### src/rtl/nios_system_input_pio_edge_if.sv
// nios_system_input_pio_edge_if: Avalon-MM slave bus bundle for the edge-capturing input PIO
interface nios_system_input_pio_edge_if;
  logic [1:0]  address;
  logic        chipselect;
  logic        write_n;
  logic [31:0] writedata;
  logic [31:0] readdata;
  modport master(output address, chipselect, write_n, writedata, input readdata);
  modport slave(input address, chipselect, write_n, writedata, output readdata);
endinterface

### src/rtl/nios_system_input_pio_edge.sv
// nios_system_input_pio_edge: synchronised input PIO with sticky edge capture, irq mask and level irq
module nios_system_input_pio_edge #(
  parameter int WIDTH       = 8,
  parameter int SYNC_STAGES = 2,
  parameter int EDGE_TYPE   = 0
) (
  input  logic                         clk,
  input  logic                         reset,
  nios_system_input_pio_edge_if.slave  bus,
  input  logic [WIDTH-1:0]             in_port,
  output logic                         irq
);
  localparam int PW = $clog2(SYNC_STAGES + 2);
  localparam logic [PW-1:0] PRIMED = PW'(SYNC_STAGES + 1);
  logic [SYNC_STAGES-1:0][WIDTH-1:0] r_sync;
  logic [WIDTH-1:0] r_prev, r_cap, r_mask;
  logic [PW-1:0]    r_cnt;
  logic [WIDTH-1:0] w_sync, w_rise, w_fall, w_det, w_clr;
  logic             w_wr;
  logic [31:0]      w_rd;
  always_comb begin
    w_sync = r_sync[SYNC_STAGES-1];
    w_rise = w_sync & ~r_prev;
    w_fall = ~w_sync & r_prev;
    // no detection until the chain and prev hold real post-reset samples
    w_det  = (r_cnt != PRIMED) ? '0 :
             (EDGE_TYPE == 0)  ? w_rise :
             (EDGE_TYPE == 1)  ? w_fall : (w_rise | w_fall);
    w_wr   = bus.chipselect & ~bus.write_n;
    w_clr  = (w_wr && bus.address == 2'd3) ? bus.writedata[WIDTH-1:0] : '0;
    w_rd   = (bus.address == 2'd0) ? 32'(w_sync) :
             (bus.address == 2'd2) ? 32'(r_mask) :
             (bus.address == 2'd3) ? 32'(r_cap)  : '0;
  end
  assign irq = |(r_cap & r_mask);
  always_ff @(posedge clk) begin
    if (reset) begin
      r_sync       <= '0;
      r_prev       <= '0;
      r_cap        <= '0;
      r_mask       <= '0;
      r_cnt        <= '0;
      bus.readdata <= '0;
    end else begin
      r_sync       <= {r_sync[SYNC_STAGES-2:0], in_port};
      r_prev       <= w_sync;
      r_cap        <= (r_cap & ~w_clr) | w_det;
      r_mask       <= (w_wr && bus.address == 2'd2) ? bus.writedata[WIDTH-1:0] : r_mask;
      r_cnt        <= (r_cnt == PRIMED) ? r_cnt : r_cnt + PW'(1);
      bus.readdata <= w_rd;
    end
  end
endmodule

### src/flat_wrapper.sv
// flat-port wrapper written by rule: the top's interface ports become plain ports
module nios_system_input_pio_edge_flat 
#(
  parameter int WIDTH       = 8,
  parameter int SYNC_STAGES = 2,
  parameter int EDGE_TYPE   = 0
)
  (clk, reset, in_port, irq, bus_address, bus_chipselect, bus_write_n, bus_writedata, bus_readdata);
  nios_system_input_pio_edge_if bus_i ();
  input  logic clk;
  input  logic reset;
  input  logic [WIDTH-1:0] in_port;
  output logic irq;
  input wire logic [$bits(bus_i.address)-1:0] bus_address;
  input wire logic [$bits(bus_i.chipselect)-1:0] bus_chipselect;
  input wire logic [$bits(bus_i.write_n)-1:0] bus_write_n;
  input wire logic [$bits(bus_i.writedata)-1:0] bus_writedata;
  output wire logic [$bits(bus_i.readdata)-1:0] bus_readdata;
  assign bus_i.address = bus_address;
  assign bus_i.chipselect = bus_chipselect;
  assign bus_i.write_n = bus_write_n;
  assign bus_i.writedata = bus_writedata;
  assign bus_readdata = bus_i.readdata;
  nios_system_input_pio_edge #(.WIDTH(WIDTH), .SYNC_STAGES(SYNC_STAGES), .EDGE_TYPE(EDGE_TYPE)) u_core (.clk(clk), .reset(reset), .bus(bus_i), .in_port(in_port), .irq(irq));
endmodule
### config.mk
export PLATFORM = sky130hd
export DESIGN_NAME = nios_system_input_pio_edge_flat
export DESIGN_NICKNAME = d
export VERILOG_FILES = /design/src/rtl/nios_system_input_pio_edge_if.sv /design/src/rtl/nios_system_input_pio_edge.sv /design/src/flat_wrapper.sv
export SDC_FILE = /design/constraint.sdc
export NUM_CORES = 1
export LEC_CHECK = 0
export ABC_AREA = 1
export CORE_ASPECT_RATIO = 0.9
export CORE_MARGIN = 5
export CORE_UTILIZATION = 25
export CTS_CLUSTER_SIZE = 40
export DETAILED_ROUTE_END_ITERATION = 16
export DONT_BUFFER_PORTS = 1
export PLACE_DENSITY_LB_ADDON = 0.2
export SLEW_MARGIN = 20
export SYNTH_ARGS = -nofsm -noshare
export SYNTH_HDL_FRONTEND = slang
export SYNTH_SLANG_ARGS = --single-unit
### constraint.sdc
create_clock -name clk -period 0.98 [get_ports clk]
set_input_delay 0.147 -clock clk [delete_from_list [all_inputs] [get_ports clk]]
set_output_delay 0.147 -clock clk [all_outputs]
set_load 0.005 [all_outputs]
* Word level (Yosys, flattened, before mapping)
Cells that the tools add are included.
** Word-level totals
- Flip-flop bits (word level) :: 74
- Input bits :: 46
- Output and inout bits :: 33
- Logic and storage cells :: 31
** Operators by class
- Add/subtract/negate cells :: 1
- Equality and inequality tests :: 4
- Multiplexer cells :: 5
- Bitwise logic cells :: 8
- Reduce and logical (&&, ||, !) cells :: 5
** Operator list (number)
- 8-bit 2-to-1 mux :: 5
- 8-bit bitwise AND :: 3
- 8-bit inverter :: 2
- 8-bit OR :: 1
- 8-bit OR reduction :: 1
- 2-bit equality test, second input constant :: 3
- 3-bit OR reduction :: 1
- 2-bit by 1-bit adder with 2-bit output, second input constant :: 1
- 1-bit logical AND :: 2
- 2-bit zero test :: 1
- 2-bit inequality test, second input constant :: 1
- 1-bit bitwise AND :: 1
- 1-bit inverter :: 1

* Longest topological paths before layout
- Depth after elaboration :: 7
- Mapped depth :: 7

* Worst setup path after synthesis
Ideal clock, no wire load.
- Path type :: reg-to-reg
- From :: reg u_core.r_cnt[0]
- To :: reg u_core.r_cnt[1]
- Arrival time :: 847 ps
- Data required time :: 861 ps
- Setup slack :: 13 ps
- Cell stages (with the launch flop) :: 5
- Buffers on the path :: 1
- Cell sequence :: dfxtp_1 > ha_1 > buf_2 > o21ai_0 > a21oi_1
** On the way
- Cells in the longest elaborated chain, start to end :: 1
- Elaborated cells between the ends (all ways) :: 2
- Classes of those cells :: add/sub: 1; eq/ne: 1
** Ends and longest elaborated chain
- start: declaration :: RTL line nios_system_input_pio_edge.sv:17 : logic [PW-1:0] r_cnt;
- start signal: assignment :: RTL line nios_system_input_pio_edge.sv:49 : r_cnt <= (r_cnt == PRIMED) ? r_cnt : r_cnt + PW'(1);
- 2-bit by 1-bit adder with 2-bit output / 2-bit equality test (equally long branches) :: RTL line nios_system_input_pio_edge.sv:49
Parallel ways exist; a longest one is shown, timed or not.
A chain may end at the register's enable or synchronous reset.

* Final worst setup path
- From :: reg u_core.r_cap[5]
- To :: out irq
** On the way
- Cells in the longest elaborated chain, start to end :: 2
** Ends and longest elaborated chain
- start: declaration :: RTL line nios_system_input_pio_edge.sv:16 : logic [WIDTH-1:0] r_prev, r_cap, r_mask;
- start signal: assignment :: RTL line nios_system_input_pio_edge.sv:47 : r_cap <= (r_cap & ~w_clr) | w_det;
- 8-bit bitwise AND :: RTL line nios_system_input_pio_edge.sv:35 : assign irq = |(r_cap & r_mask);
- 8-bit OR reduction :: RTL line nios_system_input_pio_edge.sv:35
- end: declaration :: RTL line flat_wrapper.sv:13 : output logic irq;
Every way passes these cells.

==> impl_metrics.env <==
export IMPL_postCtsHoldBufs=9
export IMPL_violations="negative hold slack, negative setup slack"
export IMPL_first_pass_iters=4
export IMPL_hold_viol=25
export IMPL_whs_ns=-0.0898
export IMPL_path_clk_slew_ns=0.09
export IMPL_status="finished with violations"
export IMPL_dp_hpwl_mm=2.85
export IMPL_core_area_um2=7990
export IMPL_chipWidth_um=105
export IMPL_ant_nets=0
export IMPL_synth_top_cell_area_share=0.492
export IMPL_synth_edf_count=0
export IMPL_final_layout_size_suffix_gt1_frac=0.158
export IMPL_drt_iter0_drc=33
export IMPL_cellPowerDensity_nw_per_um2=1660
export IMPL_setup_viol=1
export IMPL_antenna_found_initial=0
export IMPL_cts_sinks=50
export IMPL_p_leak_uw=0.00111
export IMPL_cts_tree="done"
export IMPL_cts_buffers=5
export IMPL_totalWireLength_mm=3.98
export IMPL_grt_pass1_vias=1392
export IMPL_route_detailed_drc=0
export IMPL_synthArstFlopShare=0
export IMPL_finClkSkew_ns=0.00504
export IMPL_track_usage=0.0805
export IMPL_cts_buffer_depth=2
export IMPL_maxCapViolations=0
export IMPL_critPathSlowestCell="dfxtp_2"
export IMPL_synthDistinctLibCells=22
export IMPL_tns_ns=-0.167
export IMPL_post_drt_wl_per_cell_um=10.2
export IMPL_setup_worst_path_start="u_core.r_cap[5]$_SDFF_PP0_"
export IMPL_rsz0062_at_grt="yes"
export IMPL_gp_congestion=0.770
export IMPL_synth_yosys_seq_area_share=0.492
export IMPL_syn_inst=271
export IMPL_total_power_uw=3880
export IMPL_fin_crit_ns=1.15
export IMPL_grt_overflow_total=0
export IMPL_post_place_ws_ns=0.00407
export IMPL_cp_start_kind="flop"
export IMPL_cp_top_family="simple AND/OR/NAND/NOR gates"
export IMPL_rows=31
export IMPL_drv_slew=0
export IMPL_h_tree_depth=2
export IMPL_power_ir_vdd_worst_mv=0.521
export IMPL_start_util=0.255
export IMPL_ys_ff_latch=50
export IMPL_yosysMostFrequentCell="nand2_1"
export IMPL_clockRootBuffer="clkbuf_8"
export IMPL_finalWorstSetupSlack_ns=-0.167
export IMPL_grt_pass1_wl_mm=6.42
export IMPL_synth_ff_type="dfxtp_1"
export IMPL_period_share=1.17
export IMPL_areaGrowthSynthToFinish_pct=15.1
export IMPL_final_core_util=0.293
export IMPL_grt_max_degree=35
export IMPL_yosys_area_top_type="dfxtp_1"
export IMPL_worstPathBufferInverterCount=0
export IMPL_die_height_um=95.6
export IMPL_synth_area_top_cells="dfxtp_1 49%, nand2_1 11%, nor2_1 9.2%"
export IMPL_crit_path_end_kind="output pin"
export IMPL_critPathKind="reg -> out"
export IMPL_ys_top_cells_by_count="57 x nand2_1, 50 x dfxtp_1, 50 x nor2_1"
export IMPL_yosysWarnings=0
export IMPL_clock_latency_ns=0.29
export IMPL_antenna_cells=0
export IMPL_viasPerCell=3.73
export IMPL_max_freq_mhz=872
export IMPL_placed_area_um2=2050
export IMPL_fillers=887
export IMPL_design_area_um2=2340
export IMPL_nets=337
export IMPL_die_area_um2=10100
export IMPL_min_delay_start="reset"
export IMPL_required_ns=0.83
export IMPL_numPortBuffers=0
export IMPL_min_path_type="in -> reg"
export IMPL_r2r_start="u_core.r_cnt[1]$_SDFFE_PP0N_"
export IMPL_netlist_area_um2=2040
export IMPL_slowest_delay_ns=0.33
export IMPL_cp_arrival_ns=1.00
export IMPL_cp_cell_sequence="nand2_2 > nand3_2 > nor2_2 > nand4_1"
export IMPL_vias=1453
export IMPL_num_io_pins=79
export IMPL_cp_max_fo=2
export IMPL_avgSynthCellArea_um2=7.51
-- metal layers --
| layer | track usage | up-vias | share of wire |
|---|---|---|---|
| li1 | - | 794 | - |
| met1 | 0.101 | 608 | 0.46 |
| met2 | 0.121 | 40 | 0.45 |
| met3 | 0.0271 | 11 | 0.045 |
| met4 | 0.0458 | 0 | 0.037 |
| met5 | 0 | - | 0 |
-- layout make-up --
type | count | area, µm² | area share
clock buffers | 8 | 110 | 0.0470
inverters | 39 | 154 | 0.0657
multi-input cells | 174 | 768 | 0.328
flip-flops and latches | 50 | 1010 | 0.433
well taps | 99 | 124 | 0.0529
repair buffers | 20 | 173 | 0.0737
-- flip-flops by register name (all words and copies together), names as in the netlist --
signal,cells
u_core.w_sync,8
u_core.r_cnt,2
u_core.r_mask,8
u_core.r_prev,8
u_core.bus.readdata,8
u_core.r_sync,8
u_core.r_cap,8
-- cells by family (layout without fill, tap and decap cells) --
family	after synthesis	count (layout)	share of synthesized area
compound gates	18	18	0.0443
xor+xnor	1	1	0.00430
fa+ha+maj	1	1	0.00615
buf+inv	70	67	0.189
flops	50	50	0.492
other cells	1	24	0.00184
simple gates	130	130	0.262
-- worst reg2reg max path, stage by stage, from the launching register on --
cell	delay (ns)
dfxtp_2	0.34
ha_4	0.16
buf_4	0.13
xor2_1	0.12
nor2_1	0.05
-- where the power goes --
part / total (µW) / internal [µW] / switching, µW
clock: 1360 / 713 / 647
sequential: 2180 / 2130 / 54.8
combinational: 337 / 158 / 179
total: 3880 / 3000 / 881
-- repair_timing --
| action | CTS | global route |
|---|---|---|
| pin swaps | 5 | 6 |
| gates resized for setup | 12 | 8 |
| hold endpoints to repair | 34 | 25 |
| setup endpoints to repair | 3 | 8 |
| buffers inserted | 6 | 0 |
-- worst paths after layout --
| path | end | slack, ns | depth (start not counted) |
|---|---|---|---|
| min | u_core.r_cap[1]$_SDFF_PP0_ | -0.09 | 1 |
| min reg2reg | u_core.w_sync[5]$_SDFF_PP0_ | 0.41 | 2 |
| max reg2reg | u_core.r_cnt[0]$_SDFFE_PP0N_ | 0.07 | 4 |
| max | irq | -0.17 | 4 |
-- layout by cell type (no fill, tap or decap), drive strengths merged --
master,Yosys,final
nand2,60,60
nor2,52,52
dfxtp,50,50
inv,38,38
conb,1,24
nand3,17,17
buf,31,11
a21oi,9,9
dlygate4sd3,0,9
o21ai,9,9
clkbuf,0,8
nand4,1,1
xor2,1,1
clkinv,1,1
ha,1,1
-- per-stage QoR --
stage                     std cells  hold WS [ns]
after global routing            390        -0.111
after detailed placement        367         0.223
final                           390       -0.0898
after floorplan                 294         0.254
after global placement          367         0.223
after CTS                       390        -0.112
(Power assumes the default switching activity.)
